`config.mk`:
```
export PLATFORM = sky130hd
export DESIGN_NAME = rs232_to_axis
export DESIGN_NICKNAME = d
export VERILOG_FILES = /design/src/rtl/rs232_to_axis.sv
export SDC_FILE = /design/constraint.sdc
export NUM_CORES = 1
export LEC_CHECK = 0
export ABC_AREA = 1
export CAP_MARGIN = 15
export CORE_MARGIN = 5
export CORE_UTILIZATION = 57
export DETAILED_ROUTE_END_ITERATION = 8
export PLACE_DENSITY = 0.76
export SETUP_SLACK_MARGIN = 0.4
export SYNTH_ARGS = -nofsm -noshare
export SYNTH_HDL_FRONTEND = slang
export SYNTH_SLANG_ARGS = --single-unit
```
`constraint.sdc`:
```
create_clock -name clock -period 4 [get_ports clock]
set_input_delay 0.4 -clock clock [delete_from_list [all_inputs] [get_ports clock]]
set_output_delay 0.4 -clock clock [all_outputs]
set_load 0.01 [all_outputs]
```
`src/rtl/rs232_to_axis.sv`:
```
`timescale 1ns/1ps
// ============================================================================
// rs232_to_axis
// ----------------------------------------------------------------------------
// Purpose:
//   Receive side of an RS232 link. The block samples the asynchronous RXD line
//   and assembles 8N1 frames, least significant bit first. Each completed byte
//   is handed on as an AXI-style byte stream through a small FIFO. RTSn flow
//   control is raised early enough to keep two free FIFO slots, so the block
//   can still absorb the extra byte that a transmitter may begin after RTSn
//   goes high.
//
// Ports:
//   clock      in   1  system clock; all logic runs on the rising edge
//   reset      in   1  synchronous, active-high reset
//   odata      out  8  byte at the head of the FIFO
//   ovalid     out  1  odata holds a valid byte
//   oready     in   1  the consumer takes odata when ovalid && oready
//   rxd_pin    in   1  serial input; idles high; asynchronous to clock
//   rtsn_pin   out  1  0 = ready to receive, 1 = transmitter must pause
//   frame_err  out  1  one-cycle pulse; the stop bit was sampled low and the
//                      byte was discarded
//   overrun    out  1  one-cycle pulse; a good byte arrived while the FIFO was
//                      full, and the byte was discarded
//
// Receiver FSM:
//   state   | meaning
//   --------+-------------------------------------------------------------
//   S_IDLE  | line idle; waiting for a falling edge on rxd_s
//   S_START | counting half a bit, then confirming the start bit mid-cell
//   S_DATA  | sampling 8 data bits, one per bit time, mid-cell
//   S_STOP  | sampling the stop bit mid-cell; push the byte or flag an error
//   S_BREAK | line held low after a framing error; waiting for it to go high
// ============================================================================
module rs232_to_axis #(
    parameter real CLOCK_FREQ = 133000000.0,
    parameter real BAUD_RATE  = 115200.0,
    parameter int  FIFO_DEPTH = 4
) (
    input  logic       clock,
    input  logic       reset,
    output logic [7:0] odata,
    output logic       ovalid,
    input  logic       oready,
    input  logic       rxd_pin,
    output logic       rtsn_pin,
    output logic       frame_err,
    output logic       overrun
);

    localparam int BAUD_COUNT = $rtoi((CLOCK_FREQ / BAUD_RATE) + 0.5);
    localparam int HALF       = BAUD_COUNT / 2;
    localparam int CW         = $clog2(BAUD_COUNT);
    localparam int AW         = $clog2(FIFO_DEPTH);
    localparam int NW         = AW + 1;

    if (BAUD_COUNT < 4) begin : g_bad_baud
        $error("rs232_to_axis: CLOCK_FREQ/BAUD_RATE must round to at least 4");
    end
    if ((FIFO_DEPTH < 4) || ((1 << AW) != FIFO_DEPTH)) begin : g_bad_depth
        $error("rs232_to_axis: FIFO_DEPTH must be a power of two and at least 4");
    end

    // ------------------------------------------------------------------
    // Input synchroniser. The flops reset to 1, which reads as an idle line.
    // ------------------------------------------------------------------
    logic sync1;
    logic rxd_s;

    always_ff @(posedge clock) begin
        if (reset) begin
            sync1 <= 1'b1;
            rxd_s <= 1'b1;
        end else begin
            sync1 <= rxd_pin;
            rxd_s <= sync1;
        end
    end

    // ------------------------------------------------------------------
    // Receiver FSM
    // ------------------------------------------------------------------
    typedef enum logic [2:0] {
        S_IDLE  = 3'd0,
        S_START = 3'd1,
        S_DATA  = 3'd2,
        S_STOP  = 3'd3,
        S_BREAK = 3'd4
    } state_t;

    state_t        state;
    state_t        state_next;
    logic [CW-1:0] cnt;
    logic [CW-1:0] cnt_next;
    logic [2:0]    idx;
    logic [2:0]    idx_next;
    logic [7:0]    shreg;
    logic [7:0]    shreg_next;
    logic          expire;
    logic          byte_done;

    assign expire = (cnt == '0);

    // State register, together with the bit timer and the shift register.
    // When reset arrives mid-frame, the shifter is cleared and no byte is
    // pushed.
    always_ff @(posedge clock) begin
        if (reset) begin
            state <= S_IDLE;
            cnt   <= '0;
            idx   <= '0;
            shreg <= '0;
        end else begin
            state <= state_next;
            cnt   <= cnt_next;
            idx   <= idx_next;
            shreg <= shreg_next;
        end
    end

    // Next-state logic. The timer is a down-counter that parks at zero. A
    // reload value of N-1 makes the sample land N cycles after the load.
    always_comb begin
        state_next = state;
        cnt_next   = expire ? cnt : cnt - CW'(1);
        idx_next   = idx;
        shreg_next = shreg;
        case (state)
            S_IDLE: begin
                if (!rxd_s) begin
                    state_next = S_START;
                    cnt_next   = CW'(HALF - 1);
                end
            end
            S_START: begin
                if (expire) begin
                    if (!rxd_s) begin
                        state_next = S_DATA;
                        cnt_next   = CW'(BAUD_COUNT - 1);
                        idx_next   = 3'd0;
                    end else begin
                        state_next = S_IDLE;
                    end
                end
            end
            S_DATA: begin
                if (expire) begin
                    shreg_next = {rxd_s, shreg[7:1]};
                    cnt_next   = CW'(BAUD_COUNT - 1);
                    if (idx == 3'd7) begin
                        state_next = S_STOP;
                    end else begin
                        idx_next = idx + 3'd1;
                    end
                end
            end
            S_STOP: begin
                // The FSM returns to IDLE half way through the stop bit. This
                // lets it catch a start edge that follows straight after.
                if (expire) begin
                    state_next = rxd_s ? S_IDLE : S_BREAK;
                end
            end
            S_BREAK: begin
                if (rxd_s) begin
                    state_next = S_IDLE;
                end
            end
            default: begin
                state_next = S_IDLE;
            end
        endcase
    end

    // FSM outputs. These are decoded only in the cycle that samples the stop
    // bit. They are gated by reset, so no pulse can appear while reset is held.
    always_comb begin
        byte_done = 1'b0;
        frame_err = 1'b0;
        if (!reset && (state == S_STOP) && expire) begin
            byte_done = rxd_s;
            frame_err = !rxd_s;
        end
    end

    // ------------------------------------------------------------------
    // Receive FIFO
    // ------------------------------------------------------------------
    logic [7:0]    mem [FIFO_DEPTH];
    logic [AW-1:0] wr_ptr;
    logic [AW-1:0] rd_ptr;
    logic [NW-1:0] count;
    logic [NW-1:0] count_next;
    logic          full;
    logic          pop;
    logic          push;

    assign full = (count == NW'(FIFO_DEPTH));
    assign pop  = ovalid && oready;
    // When the FIFO is full, a byte is still accepted if a pop frees a slot
    // on the same edge.
    assign push = byte_done && (!full || pop);

    always_comb begin
        overrun = byte_done && full && !pop;
    end

    always_comb begin
        count_next = count;
        if (push && !pop) begin
            count_next = count + NW'(1);
        end else if (pop && !push) begin
            count_next = count - NW'(1);
        end
    end

    always_ff @(posedge clock) begin
        if (reset) begin
            wr_ptr   <= '0;
            rd_ptr   <= '0;
            count    <= '0;
            ovalid   <= 1'b0;
            rtsn_pin <= 1'b1;
            for (int i = 0; i < FIFO_DEPTH; i++) begin
                mem[i] <= '0;
            end
        end else begin
            if (push) begin
                mem[wr_ptr] <= shreg;
                wr_ptr      <= wr_ptr + AW'(1);
            end
            if (pop) begin
                rd_ptr <= rd_ptr + AW'(1);
            end
            count    <= count_next;
            ovalid   <= (count_next != '0);
            rtsn_pin <= (count >= NW'(FIFO_DEPTH - 2));
        end
    end

    // The head entry comes straight out of the register file. It stays
    // stable while the consumer stalls.
    assign odata = mem[rd_ptr];

endmodule

```
# [Word-level counts from Yosys, hierarchy flattened]
# Memory sizes are Yosys's and may differ from the RTL's. A register that Yosys moved wholly into a read port is not among the register bits.
# Cells that the tools add are included.
[totals] ramBits=32 mem_count=1 ff_bits=36 out_inout_bits=12 input_bits=4
[op_classes] reduce_logical=22 n_eq_ne=14 n_addsub=6 n_lt_le_gt_ge=1 muxes=34
[mem_list] name="mem" words=4 word_bits=8 read_ports=1 rd_ports_with_merged_regs=1 wr=4 line="189" text="logic [7:0] mem [FIFO_DEPTH];"
[op_table] op="11-bit two-way mux" n=5
[op_table] op="3-bit two-way mux" n=13
[op_table] op="11-bit case mux with 3 select lines" n=1
[op_table] op="2-bit != test, second input constant" n=8
[op_table] op="3-bit case mux with 5 select lines" n=1
[op_table] op="11-bit logical NOT" n=1
[op_table] op="11-bit by 1-bit subtractor with 11-bit output, second input constant" n=1
[op_table] op="3-bit == test, second input constant" n=3
[op_table] op="1-bit logical AND" n=8
[op_table] op="1-bit two-way mux" n=8
[op_table] op="2-bit two-way mux" n=4
[op_table] op="8-bit two-way mux" n=1
[op_table] op="8-bit OR reduction" n=1
[op_table] op="3-bit by 1-bit adder with 3-bit output, second input constant" n=2
[op_table] op="3-bit by 2-bit == test with 1-bit output, second input constant" n=2
[op_table] op="3-bit case mux with 2 select lines" n=1
[op_table] op="6-bit AND reduction" n=1
[op_table] op="1-bit logical NOT" n=5
[op_table] op="5-bit AND reduction" n=1
[op_table] op="2-bit by 1-bit adder with 2-bit output, second input constant" n=2
[op_table] op="3-bit by 1-bit == test with 1-bit output, second input constant" n=1
[op_table] op="3-bit by 2-bit greater-or-equal comparator with 1-bit output, second input constant" n=1
[op_table] op="3-bit logical NOT" n=1
[op_table] op="3-bit nonzero test" n=1
[op_table] op="other kinds (4)" n=4

# [Longest topological paths before layout]
# Gate-level depths: netlist of run 1.
[depth] word_depth=10 depth_mapped=12 ltp_nobuf=12

# [Worst setup path before layout of run 1]
# Ideal clock, no wire load.
[synth_path] kind="register -> register" startpoint="register cnt[0]" endpoint="memory mem[2][0] (enable)" n_path_buf=0 stages_incl_launch_ff=11 setup_time_ps=329 arrival_ps=1571 setup_slack_ps=2100 cell_sequence="dfxtp_1 inv_1 ha_1 nand3_1 nor2_2 nand3_2 nor2_4 inv_4 nor2_8 nand2_4 nand2_1"
[synth_rtl] item="from (decl)" line="93" text="logic [CW-1:0] cnt;"
[synth_rtl] item="from (signal assigned)" line="115" text="cnt <= cnt_next;"
[synth_rtl] item="to (decl)" line="189"

# [Worst setup path after layout of run 1]
[layout_path] startpoint="input reset" endpoint="output overrun"
[layout_between] elab_chain_len=6
[layout_rtl] item="from (decl)" line="41" text="input logic reset,"
[layout_rtl] item="1-bit logical NOT" line="180" text="if (!reset && (state == S_STOP) && expire) begin"
[layout_rtl] item="1-bit logical AND (2 in series)" line="180"
[layout_rtl] item="1-bit two-way mux" line="180"
[layout_rtl] item="1-bit logical AND (2 in series)" line="205" text="overrun = byte_done && full && !pop;"
[layout_rtl] item="to (decl)" line="48" text="output logic overrun"
# No other way between the ends.

==> results of run 1 <==
metal layers:
| layer | vias up | GRT usage [%] | wire length (um) |
|---|---|---|---|
| li1 | 1347 | - | - |
| met1 | 1219 | 22.9 | 2830 |
| met2 | 71 | 33.1 | 3510 |
| met3 | 13 | 4.42 | 314 |
| met4 | 0 | 11.5 | 147 |
| met5 | - | 0 | 0 |
cell usage after synthesis, drive strengths merged:
master / number / area share [%]
o21ai: 37 / 5.6
ha: 9 / 3.4
a21oi: 25 / 3.8
edfxtp: 32 / 29
nand3: 21 / 3.3
a21boi: 1 / 0.23
inv: 46 / 5.3
nand4: 5 / 1.1
nor2: 84 / 11
o22ai: 9 / 1.7
dfxtp: 38 / 23
nand2: 65 / 8.0
buf: 3 / 0.64
or2: 2 / 0.38
xor2: 7 / 1.9
clkbuf: 5 / 0.57
o2111ai: 1 / 0.27
nor4: 2 / 0.38
nor3: 4 / 0.61
sequential cells by signal, summed over array words and instances, names as in the netlist, named ones only:
signal / flops
shreg: 8
rtsn_pin: 1
sync1: 1
state: 3
rxd_s: 1
ovalid: 1
rd_ptr: 2
idx: 3
mem: 32
wr_ptr: 2
count: 3
cnt: 11
final cells by class:
| cell class | count | share of cell area, % |
|---|---|---|
| clock inverters | 5 | 1.58 |
| repair buffers | 16 | 4.25 |
| flip-flops and latches | 70 | 46.4 |
| multi-input cells | 272 | 36.8 |
| well taps | 72 | 2.43 |
| inverters | 46 | 4.72 |
| clock buffers | 11 | 3.81 |
metrics by stage:
stage          area (um2)  utilization (%)  hold WS [ns]
2_1_floorplan        3300                -         0.389
3_3_place_gp         3510             63.0         0.398
3_5_place_dp         3510             63.0         0.393
4_1_cts              3710             66.6         0.409
5_1_grt              3710             66.6         0.430
6_report             3710             66.6         0.409
logic make-up (layout without fill, tap and decap cells):
logic type,Yosys count,in the layout,synth area share (%)
simple gates,183,183,24.5
fa+ha+maj,9,9,3.41
compound gates,73,73,11.6
buf+inv,54,78,6.51
xor+xnor,7,7,1.86
flops,70,70,52.1
power breakdown:
| group | leakage (nW) | switching [W] | internal, W |
|---|---|---|---|
| clock | 0.0955 | 0.000263 | 0.000305 |
| sequential | 0.641 | 0.0000628 | 0.000823 |
| combinational | 0.782 | 0.000444 | 0.000262 |
how the worst max path moves through the flow:
stage | end | slack, ns
final | overrun | 1.36
after detailed placement | mem[1][4]$_SDFFCE_PN0P_ | 1.28
after global placement | mem[1][7]$_SDFFCE_PN0P_ | 1.37
after CTS | odata[3] | 1.32
after floorplan | mem[2][0]$_SDFFCE_PN0P_ | 2.10
after global routing | odata[3] | 1.13
placed cells by master, fill, tap and decap left out, drive strengths merged, types with 4 or more instances in the layout:
master	instances
ha	9
xor2	7
nand2	65
nor2	84
o21ai	37
clkdlybuf4s50	15
nand4	5
dfxtp	38
edfxtp	32
inv	46
o22ai	9
clkbuf	11
nor3	4
nand3	21
a21oi	25
==> flow_summary.ini, run 1 <==
[outcome]
status = finished clean

[floorplanning]
dieArea_um2 = 7420
ios = 16
rows = 27
start_util_pct = 59.3
die_x_um = 86.1
die_h_um = 86.1
core_um2 = 5570

[setup_path]
timing.rr.start = cnt[0]$_SDFF_PP0_
r2r_end = mem[1][6]$_SDFFCE_PN0P_
startpoint = reset
max_stage_delay_ns = 0.67
cpMaxStageDelayCell = clkdlybuf4s50_1
cp.depth = 7
path_class = input port to primary output
critical_path.cell_chain = clkdlybuf4s50_1 > nor2_2 > nand2_1 > nor2_2 > nand3_2 > nor2_1 > clkdlybuf4s50_1
cp.arrival_ns = 2.24
cp_data_required_time_ns = 3.60
critPathTopFamily = buffers and inverters
reg2regPathDepth = 8
cp-end-kind = primary output
path_max_fanout = 14
regToRegSetupSlack_ns = 1.77
path_buf_inv = 2
start_kind = input port

[finish]
final_nets = 428
nFillCells = 439
regArea_um2 = 1720
diodes = 0
multi_input_area_um2 = 1370
syn_to_final_growth_pct = 12.3
drive_above_1_share_pct = 8.33
final_cell_count_no_fill = 492

[timing]
rsz0062_at_grt = false
finalSetupViolations = 0
fin_crit_ns = 2.64
fin_setup_tns_ns = 0
clock_skew_ns = 0.00761
relSlewSlack_pct = 62.8
final_hold_viol_count = 0
min_period_over_period_pct = 66.0
setup_slack_ns = 1.36
drv_slew = 0
timing.fmax_mhz = 379
worstMarginPinSlew_ns = 0.554

[power_and_ir_drop]
power_density_nw_per_um2 = 582
ir_drop_mv = 0.357
p_leak_nw = 1.52
totalPowerFinal_w = 0.00216

[drt]
routed_wl_um = 6800
drtIter0Drc = 234
remaining_drc_errors = 0
post_drt_via_cell_ratio = 5.39
dr.pass1.iters = 5
vias = 2650
antenna_left = 0
wl_per_cell_um = 13.8

[place]
place.gp.congestion = 0.861
place_inst = 476
hpwl_um = 4970
port-buffer-count = 15
place_ws_ns = 1.28

[synth]
ys_seq_elements = 70
syn-num-nets = 409
syn_area_um2 = 3300
yosysWarningCount = 0
seq_area_frac_synth_pct = 52.1
syn_avg_cell_area_um2 = 8.34
ys_types = 30
synth_cells = 396

[clock_tree]
clkLatencyLatePin_ns = 0.34
cts.repair.resized = 0
hold_buffers = 0
cts_tree = built
clk_pin_slew_ns = 0.07
numCtsBuffers = 9
cts_max_path_buffers = 2
clkSinkCount = 70
cts_root_buffer = clkbuf_8
htree_num_levels = 3
postCtsSetupBuffers = 0

[min_path]
hp-start = sync1$_SDFF_PP1_
hold_path.class = flip-flop to flip-flop
timing.hold.worst_path_depth = 1
min_to = rxd_s$_SDFF_PP1_

[global_routing]
antenna_found_initial = 0
grt_first_pass_wirelength_um = 11300
grt_use_total_pct = 19.7
grt_pass1_vias = 2488
grt_max_degree = 25
grt.overflow.total = 0

[flow_run]
cap_violations = 0
Power figures use the tool's default switching activity.
==> run 2, diff against run 1 <==
- clock period: 4 -> 2.7 ns (I/O delays scaled with it)
==> flow_summary.ini, run 2 (same netlist as run 1, synthesis figures left out) <==
[outcome]
status = finished clean

[timing]
relSlewSlack_pct = 60.7
timing.fmax_mhz = 462
drv_slew = 0
finalSetupViolations = 0
min_period_over_period_pct = 80.1
clock_skew_ns = 0.00472
rsz0062_at_grt = false
fin_crit_ns = 2.16
worstMarginPinSlew_ns = 0.586
final_hold_viol_count = 0
fin_setup_tns_ns = 0

[finish]
largest_reg_flops = 32
final_cell_mix = nor2_1 (76), nand2_1 (59), inv_1 (42)
stdcell_area_um2 = 3780
regMostFlops = mem
final_nets = 431
syn_to_final_growth_pct = 14.3
top_regs = mem: 32 flops, cnt: 11 flops, shreg: 8 flops
diodes = 0
drive_above_1_share_pct = 10.2
layout_commonest_cell = nor2_1

[drt]
post_drt_via_cell_ratio = 5.34
antenna_left = 0
drtIter0Drc = 164
wl_per_cell_um = 13.8
remaining_drc_errors = 0
vias = 2643
dr.pass1.iters = 4
routed_wl_um = 6850

[setup_path]
cp.arrival_ns = 2.17
regToRegSetupSlack_ns = 0.54
path_class = flip-flop to flip-flop
path_max_fanout = 9
start_kind = flip-flop
cp_data_required_time_ns = 2.71
cp-end-kind = flip-flop

[global_routing]
antenna_found_initial = 0
grt_first_pass_wirelength_um = 11700
grt_max_degree = 25
grt_use_total_pct = 20.3
grt_pass1_vias = 2565
grt.overflow.total = 0

[place]
place.gp.congestion = 0.898
placed_cell_area_um2 = 3520
port-buffer-count = 15
hpwl_um = 4940

[floorplanning]
dieArea_um2 = 7420
die_h_um = 86.1
core_um2 = 5570
die_x_um = 86.1
rows = 27
start_util_pct = 59.3
ios = 16

[min_path]
hold_path.class = flip-flop to flip-flop

[clock_tree]
clkLatencyLatePin_ns = 0.34
numCtsBuffers = 9
htree_num_levels = 3
cts_max_path_buffers = 2
cts_root_buffer = clkbuf_8
clkSinkCount = 70
hold_buffers = 0
clk_pin_slew_ns = 0.08
cts_tree = built

[power_and_ir_drop]
p_leak_nw = 1.55
ir_drop_mv = 0.661
power_density_nw_per_um2 = 876

[flow_run]
cap_violations = 0
[run 2: changes by cell type in the layout (fill, tap and decap cells not counted), moves of 2 or more]
cell and change:
clkdlybuf4s50_1 -2, nand2_1 -2, dlygate4sd2_1 +2, buf_4 +3
[run 2: critical path: stages, from the launching register on]
cell and delay, ns:
dfxtp_1 0.31, inv_1 0.13, ha_2 0.23, nand3_1 0.12, nor2_4 0.15, nand3_2 0.15
nor2_4 0.20, nand4_2 0.21, nand2_1 0.34
[run 2: what timing repair did]
action	CTS	global route
gates resized for setup	6	4
buffers inserted	0	2
endpoints found under the setup margin	10	24
cloned	0	0
[run 2: layout make-up]
cell class	instances	area, um2
clock buffer	9	124
clock inverter	7	96.3
fill	453	1800
inverter	46	179
multi-input combinational	272	1390
sequential	70	1730
tap	72	90.1
timing repair buffer	19	178
[run 2: report_power, final]
group          total [W]  switching, W  internal [W]
logic            0.00106      0.000657      0.000408
registers        0.00131     0.0000940       0.00122
clock network   0.000929      0.000407      0.000521
total            0.00331       0.00116       0.00215
[run 2: routing by layer]
metal | track usage [%] | vias up | share of wire [%] | routed length [um]
met5 | 0 | - | 0 | 0
li1 | - | 1352 | - | -
met1 | 24.2 | 1210 | 43 | 2920
met4 | 9.78 | 0 | 2.9 | 199
met2 | 35.1 | 63 | 51 | 3470
met3 | 3.84 | 18 | 3.7 | 256
[run 2: path summary, 6_finish.rpt]
check	startpoint	to	cells after the start
setup / recovery	cnt[0]$_SDFF_PP0_	mem[1][3]$_SDFFCE_PN0P_	8
hold / removal	sync1$_SDFF_PP1_	rxd_s$_SDFF_PP1_	1
setup reg to reg	cnt[0]$_SDFF_PP0_	mem[1][3]$_SDFFCE_PN0P_	8
hold reg to reg	sync1$_SDFF_PP1_	rxd_s$_SDFF_PP1_	1
[run 2: through the flow]
| stage | setup slack [ns] | cells | total power, W | hold WS [ns] | utilization [%] |
|---|---|---|---|---|---|
| 2_1_floorplan | 0.800 | 396 | 0.00209 | 0.374 | - |
| 5_1_grt | 0.404 | 495 | 0.00355 | 0.445 | 67.8 |
| 4_1_cts | 0.433 | 493 | 0.00330 | 0.416 | 67.3 |
| 6_report | 0.538 | 495 | 0.00331 | 0.413 | 67.8 |
| 3_3_place_gp | 0.440 | 477 | 0.00233 | 0.395 | 63.1 |
| 3_5_place_dp | 0.361 | 477 | 0.00235 | 0.398 | 63.1 |
